$ cat src/rtl/miner_pkg.sv
// miner_pkg: FSM encodings and sizes shared by the job loader slice.
// Job FSM, result FSM, descriptor and result word counts.
package miner_pkg;

  typedef enum logic [1:0] {
    DESC,
    TRIG,
    HDR,
    DRAIN
  } job_state_e;

  typedef enum logic {
    RIDLE,
    RSEND
  } res_state_e;

  localparam int DESC_WORDS  = 17;
  localparam int NONCE_BYTES = 24;
  localparam int RES_WORDS   = 14;

endpackage

$ cat src/rtl/miner_result_tx.sv
// miner_result_tx: captures nonce/hash on VldNonce_I, streams 14 words.
// Ports: Clk, Rst_n, VldNonce_I, NonceRes_I, HashRes_I, M_* stream.
module miner_result_tx
  import miner_pkg::*;
(
  input  logic            Clk,
  input  logic            Rst_n,
  input  logic            VldNonce_I,
  input  logic [5:0][31:0] NonceRes_I,
  input  logic [7:0][31:0] HashRes_I,
  input  logic            M_Ready_I,
  output logic [31:0]     M_Data_O,
  output logic            M_Valid_O,
  output logic            M_Last_O
);

  localparam logic [3:0] LAST_IDX = 4'(RES_WORDS - 1);

  res_state_e st_q, st_d;
  logic [3:0] idx_q, idx_d;
  logic       cap;
  logic [RES_WORDS-1:0][31:0] res_q;

  always_comb begin
    st_d  = st_q;
    idx_d = idx_q;
    cap   = 1'b0;
    unique case (st_q)
      RIDLE: begin
        if (VldNonce_I) begin
          cap   = 1'b1;
          idx_d = '0;
          st_d  = RSEND;
        end
      end
      RSEND: begin
        if (M_Ready_I) begin
          if (idx_q == LAST_IDX) begin
            idx_d = '0;
            st_d  = RIDLE;
          end else begin
            idx_d = idx_q + 4'd1;
          end
        end
      end
      default: st_d = RIDLE;
    endcase
  end

  always_ff @(posedge Clk or negedge Rst_n) begin
    if (!Rst_n) begin
      st_q  <= RIDLE;
      idx_q <= '0;
      res_q <= '0;
    end else begin
      st_q  <= st_d;
      idx_q <= idx_d;
      // nonce lands in words 0..5, hash in words 6..13
      if (cap) res_q <= {HashRes_I, NonceRes_I};
    end
  end

  assign M_Data_O  = res_q[idx_q];
  assign M_Valid_O = (st_q == RSEND);
  assign M_Last_O  = M_Valid_O && (idx_q == LAST_IDX);

endmodule

$ cat src/rtl/miner_job_loader.sv
// miner_job_loader: loads job descriptor + header words into the core,
// returns nonce/hash results. Ports: S_* job stream, job regs, Wr/Data.
module miner_job_loader
  import miner_pkg::*;
#(
  parameter int ADDR_WIDTH = 7
) (
  input  logic             Clk,
  input  logic             Rst_n,
  input  logic [31:0]      S_Data_I,
  input  logic             S_Valid_I,
  input  logic             S_Last_I,
  output logic             S_Ready_O,
  output logic             UpdateTrigger_O,
  output logic [31:0]      GroupDirections_O,
  output logic [31:0]      Groups_O,
  output logic [31:0]      ChunkLength_O,
  output logic [7:0][31:0] Target_O,
  output logic [5:0][31:0] Nonce_O,
  output logic             Wr_O,
  output logic [31:0]      Data_O,
  input  logic             VldNonce_I,
  input  logic [5:0][31:0] NonceRes_I,
  input  logic [7:0][31:0] HashRes_I,
  output logic [31:0]      M_Data_O,
  output logic             M_Valid_O,
  output logic             M_Last_O,
  input  logic             M_Ready_I,
  output logic             Busy_O,
  output logic             Err_O
);

  localparam logic [31:0] LEN_MIN = 32'(NONCE_BYTES + 4);
  localparam logic [31:0] LEN_MAX =
    32'(NONCE_BYTES + 4 * (2 ** ADDR_WIDTH));
  localparam logic [4:0] LAST_DESC = 5'(DESC_WORDS - 1);

  job_state_e st_q, st_d;
  logic [4:0] cnt_q, cnt_d;
  logic [ADDR_WIDTH-1:0] hcnt_q, hcnt_d;
  logic err_q, err_d;
  logic rdy_q;
  logic acc, len_bad, desc_we, wr_d;
  logic [DESC_WORDS-1:0][31:0] regs_q;

  assign S_Ready_O = rdy_q && (st_q != TRIG);
  assign acc = S_Valid_I && S_Ready_O;
  assign len_bad = (S_Data_I < LEN_MIN) || (S_Data_I > LEN_MAX)
                || (S_Data_I[1:0] != 2'b00);

  always_comb begin
    st_d    = st_q;
    cnt_d   = cnt_q;
    hcnt_d  = hcnt_q;
    err_d   = err_q;
    desc_we = 1'b0;
    wr_d    = 1'b0;
    unique case (st_q)
      DESC: begin
        if (acc) begin
          if (cnt_q == 5'd0) err_d = 1'b0;
          if (S_Last_I) begin
            err_d = 1'b1;
            cnt_d = '0;
          end else begin
            desc_we = 1'b1;
            if (cnt_q == 5'd2 && len_bad) begin
              err_d = 1'b1;
              cnt_d = '0;
              st_d  = DRAIN;
            end else if (cnt_q == LAST_DESC) begin
              cnt_d = '0;
              st_d  = TRIG;
            end else begin
              cnt_d = cnt_q + 5'd1;
            end
          end
        end
      end
      TRIG: begin
        // (len - 28) >> 2 is W-1: counter reaches 0 on the last word
        hcnt_d = ADDR_WIDTH'((ChunkLength_O - LEN_MIN) >> 2);
        st_d   = HDR;
      end
      HDR: begin
        if (acc) begin
          wr_d = 1'b1;
          if (hcnt_q == '0) begin
            if (!S_Last_I) begin
              err_d = 1'b1;
              st_d  = DRAIN;
            end else begin
              st_d = DESC;
            end
          end else begin
            hcnt_d = hcnt_q - ADDR_WIDTH'(1);
            if (S_Last_I) begin
              err_d = 1'b1;
              st_d  = DESC;
            end
          end
        end
      end
      DRAIN: begin
        if (acc && S_Last_I) st_d = DESC;
      end
      default: st_d = DESC;
    endcase
  end

  always_ff @(posedge Clk or negedge Rst_n) begin
    if (!Rst_n) begin
      st_q   <= DESC;
      cnt_q  <= '0;
      hcnt_q <= '0;
      err_q  <= 1'b0;
      rdy_q  <= 1'b0;
      regs_q <= '0;
      Wr_O   <= 1'b0;
      Data_O <= '0;
    end else begin
      st_q   <= st_d;
      cnt_q  <= cnt_d;
      hcnt_q <= hcnt_d;
      err_q  <= err_d;
      rdy_q  <= 1'b1;
      Wr_O   <= wr_d;
      if (wr_d) Data_O <= S_Data_I;
      if (desc_we) regs_q[cnt_q] <= S_Data_I;
    end
  end

  assign UpdateTrigger_O   = (st_q == TRIG);
  assign GroupDirections_O = regs_q[0];
  assign Groups_O          = regs_q[1];
  assign ChunkLength_O     = regs_q[2];
  assign Target_O          = regs_q[10:3];
  assign Nonce_O           = regs_q[16:11];
  assign Busy_O            = (st_q != DESC) || (cnt_q != 5'd0);
  assign Err_O             = err_q;

  miner_result_tx u_res (
    .Clk        (Clk),
    .Rst_n      (Rst_n),
    .VldNonce_I (VldNonce_I),
    .NonceRes_I (NonceRes_I),
    .HashRes_I  (HashRes_I),
    .M_Ready_I  (M_Ready_I),
    .M_Data_O   (M_Data_O),
    .M_Valid_O  (M_Valid_O),
    .M_Last_O   (M_Last_O)
  );

endmodule
$ cat config.mk
export PLATFORM = sky130hd
export DESIGN_NAME = miner_job_loader
export DESIGN_NICKNAME = d
export VERILOG_FILES = /design/src/rtl/miner_pkg.sv /design/src/rtl/miner_result_tx.sv /design/src/rtl/miner_job_loader.sv
export SDC_FILE = /design/constraint.sdc
export NUM_CORES = 1
export LEC_CHECK = 0
export ABC_AREA = 0
export CORE_AREA = 3 3 434 436
export CTS_CLUSTER_DIAMETER = 30
export CTS_CLUSTER_SIZE = 16
export DETAILED_ROUTE_END_ITERATION = 10
export DIE_AREA = 0 0 437 439
export DONT_BUFFER_PORTS = 1
export GPL_TIMING_DRIVEN = 1
export RECOVER_POWER = 100
export SLEW_MARGIN = 15
export SYNTH_ARGS = -nofsm -noshare
export SYNTH_HDL_FRONTEND = slang
export SYNTH_HIERARCHICAL = 1
export SYNTH_SLANG_ARGS = --single-unit
$ cat constraint.sdc
create_clock -name Clk -period 2.1 [get_ports Clk]
set_clock_uncertainty 0.2 [all_clocks]
set_input_delay 0.21 -clock Clk [delete_from_list [all_inputs] [get_ports Clk]]
set_output_delay 0.21 -clock Clk [all_outputs]
set_load 0.02 [all_outputs]
==> results.json, run 1 <==
{
  "final_antenna_net_count": 0,
  "synth_fp_nets": 3245,
  "finalWirelength_um": 194000,
  "reg2reg_from": "st_q[0]$_DFFE_PN0P_",
  "drt-vias-per-instance": 4.69,
  "p_per_area_nw_per_um2": 1410,
  "grt_pass1_wl_um": 263000,
  "synth-seq-area-share": 0.601,
  "die_h_um": 439,
  "cts_tree": "yes",
  "min_to": "u_res/res_q[64]$_DFFE_PN0P_",
  "period_needed_ps": 3340,
  "ys_types": 56,
  "io_buffers": 0,
  "tightest_slew_ps": 1850,
  "cp-end-kind": "output pin",
  "finalMaxSlewViolations": 70,
  "p_sw_w": 0.0323,
  "synth_edf_count": 0,
  "gr-total-overflow": 0,
  "antenna_found_initial": 23,
  "cts_max_level": 4,
  "min_path_type": "in2reg",
  "p_comb_frac": 0.251,
  "synth_top_area_frac": 0.601,
  "core_area_um2": 185000,
  "worstSetupPathType": "reg2out",
  "violations": "max-capacitance violations, max-slew violations, negative setup slack",
  "yosys_warnings": 6,
  "timing.fmax_ghz": 0.299,
  "die_w_um": 437,
  "start_util": 0.235,
  "rsz0062_at_grt": "yes",
  "r2r_slack_ps": -490,
  "synth_area_per_cell_um2": 15.8,
  "drc_errors": 0,
  "die_area_um2": 192000,
  "synth_ff_type": "dfrtp_1",
  "synth_area_leaders": "dfrtp_1 (60%), mux2_2 (24%), mux4_2 (4.0%), mux2_4 (3.1%), mux2i_1 (1.6%)",
  "placed_area_um2": 48200,
  "switching_share": 0.330,
  "yosys.area.top_type": "dfrtp_1",
  "dp_cells": 5248,
  "required_ps": 1690,
  "layoutNonFillerInstCount": 6751,
  "clkSlewWorstSetupHoldPaths_ps": 50,
  "gp_congestion": 0.900,
  "drt-initial-drc-count": 2117,
  "status": "finished, violations left",
  "startpoint_type": "flop",
  "r2r-end": "Target_O[94]$_DFFE_PN0P_",
  "clock_sinks": 1046,
  "hold_depth": 2,
  "hold_violations": 0,
  "max_slew_margin": -0.236,
  "drive_gt1_frac": 0.473,
  "maxCapViolations": 1,
  "p_clk_frac": 0.398,
  "ir_drop_mv": 1.01,
  "critPathArrivalTime_ps": 2930,
  "area_delta_synth_final_pct": 59.0,
  "root_buffer": "clkbuf_16",
  "nNetsFinal": 4547,
  "cp_max_fo": 8,
  "mostFrequentLayoutCell": "dfrtp_1",
  "clk_latency_ps": 840,
  "hpwlAfterDp_um": 116000,
  "cts.path.max_buffers": 3,
  "cts_buffers": 231,
  "synthesis.instances": 2751,
  "seq_power_share": 0.351,
  "grt_pass1_vias": 34778,
  "fin_crit_sh": 1.59,
  "grt_max_degree": 218,
  "async_flop_share": 1.00,
  "grt_usage": 0.188,
  "setup_viol": 1618,
  "drt_pre_antenna_iters": 7,
  "wl_per_cell_um": 28.7,
  "num_rows": 158,
  "p_leak_nw": 31.4,
  "vias": 31666,
  "layout_common_cells": "dfrtp_1 (1037), dlygate4sd3_1 (911), mux2_2 (894), clkbuf_16 (243), buf_4 (151)",
  "stdcell_area_um2": 69300,
  "io_pins": 1101,
  "worst_slack_ps": -1240,
  "rr_worst_depth": 10,
  "synth_area_um2": 43600,
  "ys_ff_latch": 1046,
  "finalSetupTns_ps": -607690,
  "hp-start": "NonceRes_I[64]",
  "internal_power_w": 0.0656
}
-- synth_stat cells, drive strengths merged, types with 4 or more instances --
cell / count
dfrtp: 1046
mux2: 1024
buf: 151
mux4: 77
clkbuf: 73
mux2i: 71
o21ai: 57
nand2: 52
a21oi: 28
o32ai: 20
o22ai: 19
a22oi: 13
o311ai: 13
nor2: 12
nor3: 9
ha: 8
inv: 7
nand3: 7
nand2b: 6
nor4: 6
nor2b: 5
and2: 4
xor2: 4
-- cell type report --
type | count | area (µm²)
fill | 16704 | 116000
sequential | 1046 | 26200
multi-input combinational | 1474 | 17200
timing repair buffer | 1293 | 14200
clock buffer | 292 | 6380
tap | 2480 | 3100
clock inverter | 144 | 2120
antenna | 15 | 37.5
inverter | 7 | 26.3
-- power by group through the flow --
stage | Sequential, W | Clock (W) | Combinational (W)
floorplan | 0.0307 | 0 | 0.0123
global placement | 0.0339 | 0 | 0.0179
detailed placement | 0.0338 | 0 | 0.0188
CTS | 0.0336 | 0.0391 | 0.0225
global route | 0.0346 | 0.0404 | 0.0257
finish | 0.0344 | 0.0389 | 0.0246
-- flip-flops by register name (all words and copies together) (netlist names), 5 cells and up --
| signal | cells |
|---|---|
| cnt_q | 5 |
| GroupDirections_O | 32 |
| u_res/res_q | 448 |
| Nonce_O | 192 |
| ChunkLength_O | 32 |
| Groups_O | 32 |
| hcnt_q | 7 |
| Data_O | 32 |
| Target_O | 256 |
-- critical path: stages (launching register included) --
cell	delay [ps]
dfrtp_4	500
buf_12	170
buf_4	150
buf_12	140
buf_6	120
mux2i_2	140
o22ai_2	250
o32ai_2	110
a21oi_2	330
buf_6	190
-- metal layers --
metal / part of all wire / vias up / GRT usage
li1: - / 12722 / -
met3: 0.083 / 553 / 0.0583
met4: 0.054 / 4 / 0.0926
met2: 0.51 / 1881 / 0.333
met5: 0.00014 / - / 0
met1: 0.35 / 16506 / 0.202
-- cell families (layout without fill, tap and decap cells) --
kind of cell | after synthesis | count (layout) | share of synthesized area
AND/OR/NAND/NOR | 119 | 119 | 0.0147
AO/OA/AOI/OAI | 167 | 167 | 0.0246
XOR/XNOR | 7 | 7 | 0.00141
other | 1 | 16 | 0.0000861
multiplexers | 1172 | 1172 | 0.329
buffers and inverters | 231 | 1736 | 0.0272
flip-flops | 1046 | 1046 | 0.601
adder cells (fa/ha/maj) | 8 | 8 | 0.00230
-- per-stage QoR --
stage	utilization	hold WS, ps	setup WS, ps	power [W]
after floorplan	-	-286	-107	0.0430
after global placement	0.259	-257	-602	0.0518
after detailed placement	0.260	-284	-749	0.0526
after CTS	0.370	-183	-1290	0.0952
after global routing	0.374	13.2	-1320	0.101
final	0.374	25.0	-1240	0.0979
-- worst max path at each step --
stage | from | endpoint | slack [ps]
2_1_floorplan | st_q[0]$_DFFE_PN0P_ | Target_O[100]$_DFFE_PN0P_ | -110
3_3_place_gp | u_res/idx_q[0]$_DFFE_PN0P_ | M_Data_O[28] | -600
5_1_grt | u_res/idx_q[0]$_DFFE_PN0P_ | M_Data_O[14] | -1320
4_1_cts | u_res/idx_q[0]$_DFFE_PN0P_ | M_Data_O[28] | -1290
3_5_place_dp | Rst_n | u_res/idx_q[1]$_DFFE_PN0P_ | -750
6_report | u_res/idx_q[0]$_DFFE_PN0P_ | M_Data_O[14] | -1240
-- repair_timing --
item	in CTS	in global routing
gates resized for setup	233	142
hold buffers	950	1
setup buffers	54	35
endpoints found under the setup margin	283	938
pin swaps	38	43
hold endpoints to repair	1612	262
cloned	24	15
No activity file was read; power rests on OpenSTA's default activity.
==> run 2: changes to the inputs <==
--- a/config.mk
+++ b/config.mk
@@ -7,6 +7,7 @@
 export LEC_CHECK = 0
 export ABC_AREA = 0
 export CORE_AREA = 3 3 434 436
+export CTS_BUF_LIST = sky130_fd_sc_hd__clkbuf_16
 export CTS_CLUSTER_DIAMETER = 30
 export CTS_CLUSTER_SIZE = 16
 export DETAILED_ROUTE_END_ITERATION = 10
==> constraint.sdc (replaced) <==
create_clock -name Clk -period 3.91 [get_ports Clk]
set_clock_uncertainty 0.2 [all_clocks]
set_input_delay 0.391 -clock Clk [delete_from_list [all_inputs] [get_ports Clk]]
set_output_delay 0.391 -clock Clk [all_outputs]
set_load 0.02 [all_outputs]
==> run 2 against run 1 <==
Net effect:
- the flow finishes with violations (max-capacitance violations, max-slew violations)
- combinational power fell by 51%
- sequential share of layout area rose by 4.2 points
- via count fell by 9.2%
- worst hold slack improved by 54 ps
- sequential cell count did not move
- critical path depth fell by 2
- global-route usage fell by 1.5 points
- clock power fell by 46%
- routed wire length fell by 10%
- register-to-register slack improved by 640 ps
- clock-buffer cell count fell by 54
==> results.json, run 2 (synthesized netlist as in run 1, its figures left out) <==
{
  "status": "finished, violations left",
  "violations": "max-capacitance violations, max-slew violations",
  "use_met2": 0.312,
  "layout_common_cells": "dfrtp_1 (1042), mux2_2 (929), dlygate4sd3_1 (709), clkbuf_16 (239), mux2_1 (91)",
  "cp_slowest_stage_delay_ps": 600,
  "drt-vias-per-instance": 4.54,
  "final_antenna_net_count": 0,
  "cp_max_fo": 19,
  "p_leak_nw": 28.4,
  "registers.top_by_ff_count": "u_res/res_q",
  "p_per_area_nw_per_um2": 817,
  "gr-total-overflow": 0,
  "drive_gt1_frac": 0.401,
  "period_needed_ps": 3840,
  "area_delta_synth_final_pct": 43.2,
  "finalWirelength_um": 174000,
  "drt-initial-drc-count": 1668,
  "dpl_worst_slack_ps": 675,
  "stdcell_area_um2": 62400,
  "dp_cells": 5091,
  "required_ps": 3320,
  "finalMaxSlewViolations": 124,
  "cts_buffers": 238,
  "r2r-end": "u_res/res_q[294]$_DFFE_PN0P_",
  "grt_most_used_layer": "met2",
  "hold_violations": 0,
  "path_cells": "buf_12, buf_4, mux2i_1, o22ai_1, o32ai_1, a21oi_1, clkbuf_1",
  "min_path_type": "in2reg",
  "cts_tree": "yes",
  "wl_per_cell_um": 27.5,
  "finalSetupTns_ps": 0,
  "worst_slack_ps": 65.3,
  "largest_register_ffs": 448,
  "whs_ps": 78.6,
  "gp_congestion": 0.876,
  "maxCapViolations": 2,
  "cp-end-kind": "output pin",
  "layoutNonFillerInstCount": 6326,
  "rr_worst_depth": 5,
  "cts.path.max_buffers": 3,
  "use_met1": 0.179,
  "grt_pass1_wl_um": 240000,
  "worstSetupPathType": "reg2out",
  "mostFrequentLayoutCell": "dfrtp_1",
  "io_buffers": 0,
  "cts_max_level": 4,
  "clkSlewWorstSetupHoldPaths_ps": 40,
  "timing.fmax_ghz": 0.260,
  "startpoint_type": "flop",
  "reg2reg_from": "u_res/M_Valid_O$_DFF_PN0_",
  "die_area_um2": 192000,
  "grt_usage": 0.172,
  "clk_latency_ps": 830,
  "crit_end": "M_Data_O[24]",
  "root_buffer": "clkbuf_16",
  "antenna_found_initial": 36,
  "num_rows": 158,
  "max_slew_margin": -0.457,
  "die_h_um": 439,
  "slowest_stage": "o22ai_1",
  "tightest_slew_ps": 2190,
  "setup_viol": 0,
  "grt_pass1_vias": 32031,
  "critPathArrivalTime_ps": 3250,
  "start_util": 0.235,
  "global_route.usage.met3": 0.0576,
  "grt_max_degree": 1047,
  "crit_start": "u_res/idx_q[0]$_DFFE_PN0P_",
  "hpwlAfterDp_um": 112000,
  "placed_area_um2": 46300,
  "nNetsFinal": 4097,
  "ir_drop_mv": 0.515,
  "drt_pre_antenna_iters": 5,
  "clock_sinks": 1046,
  "drc_errors": 0,
  "core_area_um2": 185000,
  "die_w_um": 437,
  "fin_crit_sh": 0.983,
  "vias": 28737,
  "r2r_slack_ps": 150,
  "io_pins": 1101
}
## run 2: area by class of cell
type	instances	area [µm²]
Fill cell	17596	123000
Sequential cell	1046	26200
Multi-Input combinational cell	1474	15900
Timing Repair Buffer	836	8550
Clock buffer	238	5960
Tap cell	2480	3100
Clock inverter	208	2560
Antenna cell	37	92.6
Inverter	7	26.3
## run 2: how the worst min path moves through the flow
stage / from / end / slack [ps] / cells after the start
after floorplan: Rst_n / ChunkLength_O[0]$_DFFE_PN0P_ / -100 / 0
after detailed placement: Rst_n / u_res/res_q[304]$_DFFE_PN0P_ / -80 / 0
after global routing: HashRes_I[228] / u_res/res_q[420]$_DFFE_PN0P_ / 5 / 2
after CTS: Rst_n / u_res/res_q[122]$_DFFE_PN0P_ / -1050 / 0
after global placement: Rst_n / u_res/res_q[144]$_DFFE_PN0P_ / -80 / 0
final: HashRes_I[228] / u_res/res_q[420]$_DFFE_PN0P_ / 80 / 2
## run 2: layer usage
metal | part of all wire | vias up
li1 | - | 11865
met1 | 0.35 | 15113
met2 | 0.53 | 1352
met3 | 0.077 | 401
met4 | 0.045 | 6
met5 | 0.00020 | -
## run 2: repair_timing
item	4_1_cts	5_1_grt
buffers inserted	8	0
gates resized for setup	0	1
hold buffers	731	6
endpoints found under the hold margin	2088	372
setup endpoints to repair	14	2
gates cloned	0	1
## run 2: report_power, final
part | switching (W) | internal [W]
Clock | 0.00681 | 0.0141
Combinational | 0.00569 | 0.00642
Sequential | 0.00382 | 0.0141
## run 2: worst max-delay path, delay by kind of cell (launching register included)
| kind | cells | cell delay [ps] |
|---|---|---|
| flip-flops | 1 | 510 |
| AO/OA/AOI/OAI | 3 | 1050 |
| buffers and inverters | 3 | 770 |
| multiplexers | 1 | 140 |
## run 2: through the flow
step | util | total power, W
6_report | 0.337 | 0.0509
5_1_grt | 0.337 | 0.0529
4_1_cts | 0.338 | 0.0508
3_5_place_dp | 0.250 | 0.0274
3_3_place_gp | 0.250 | 0.0272
2_1_floorplan | - | 0.0230
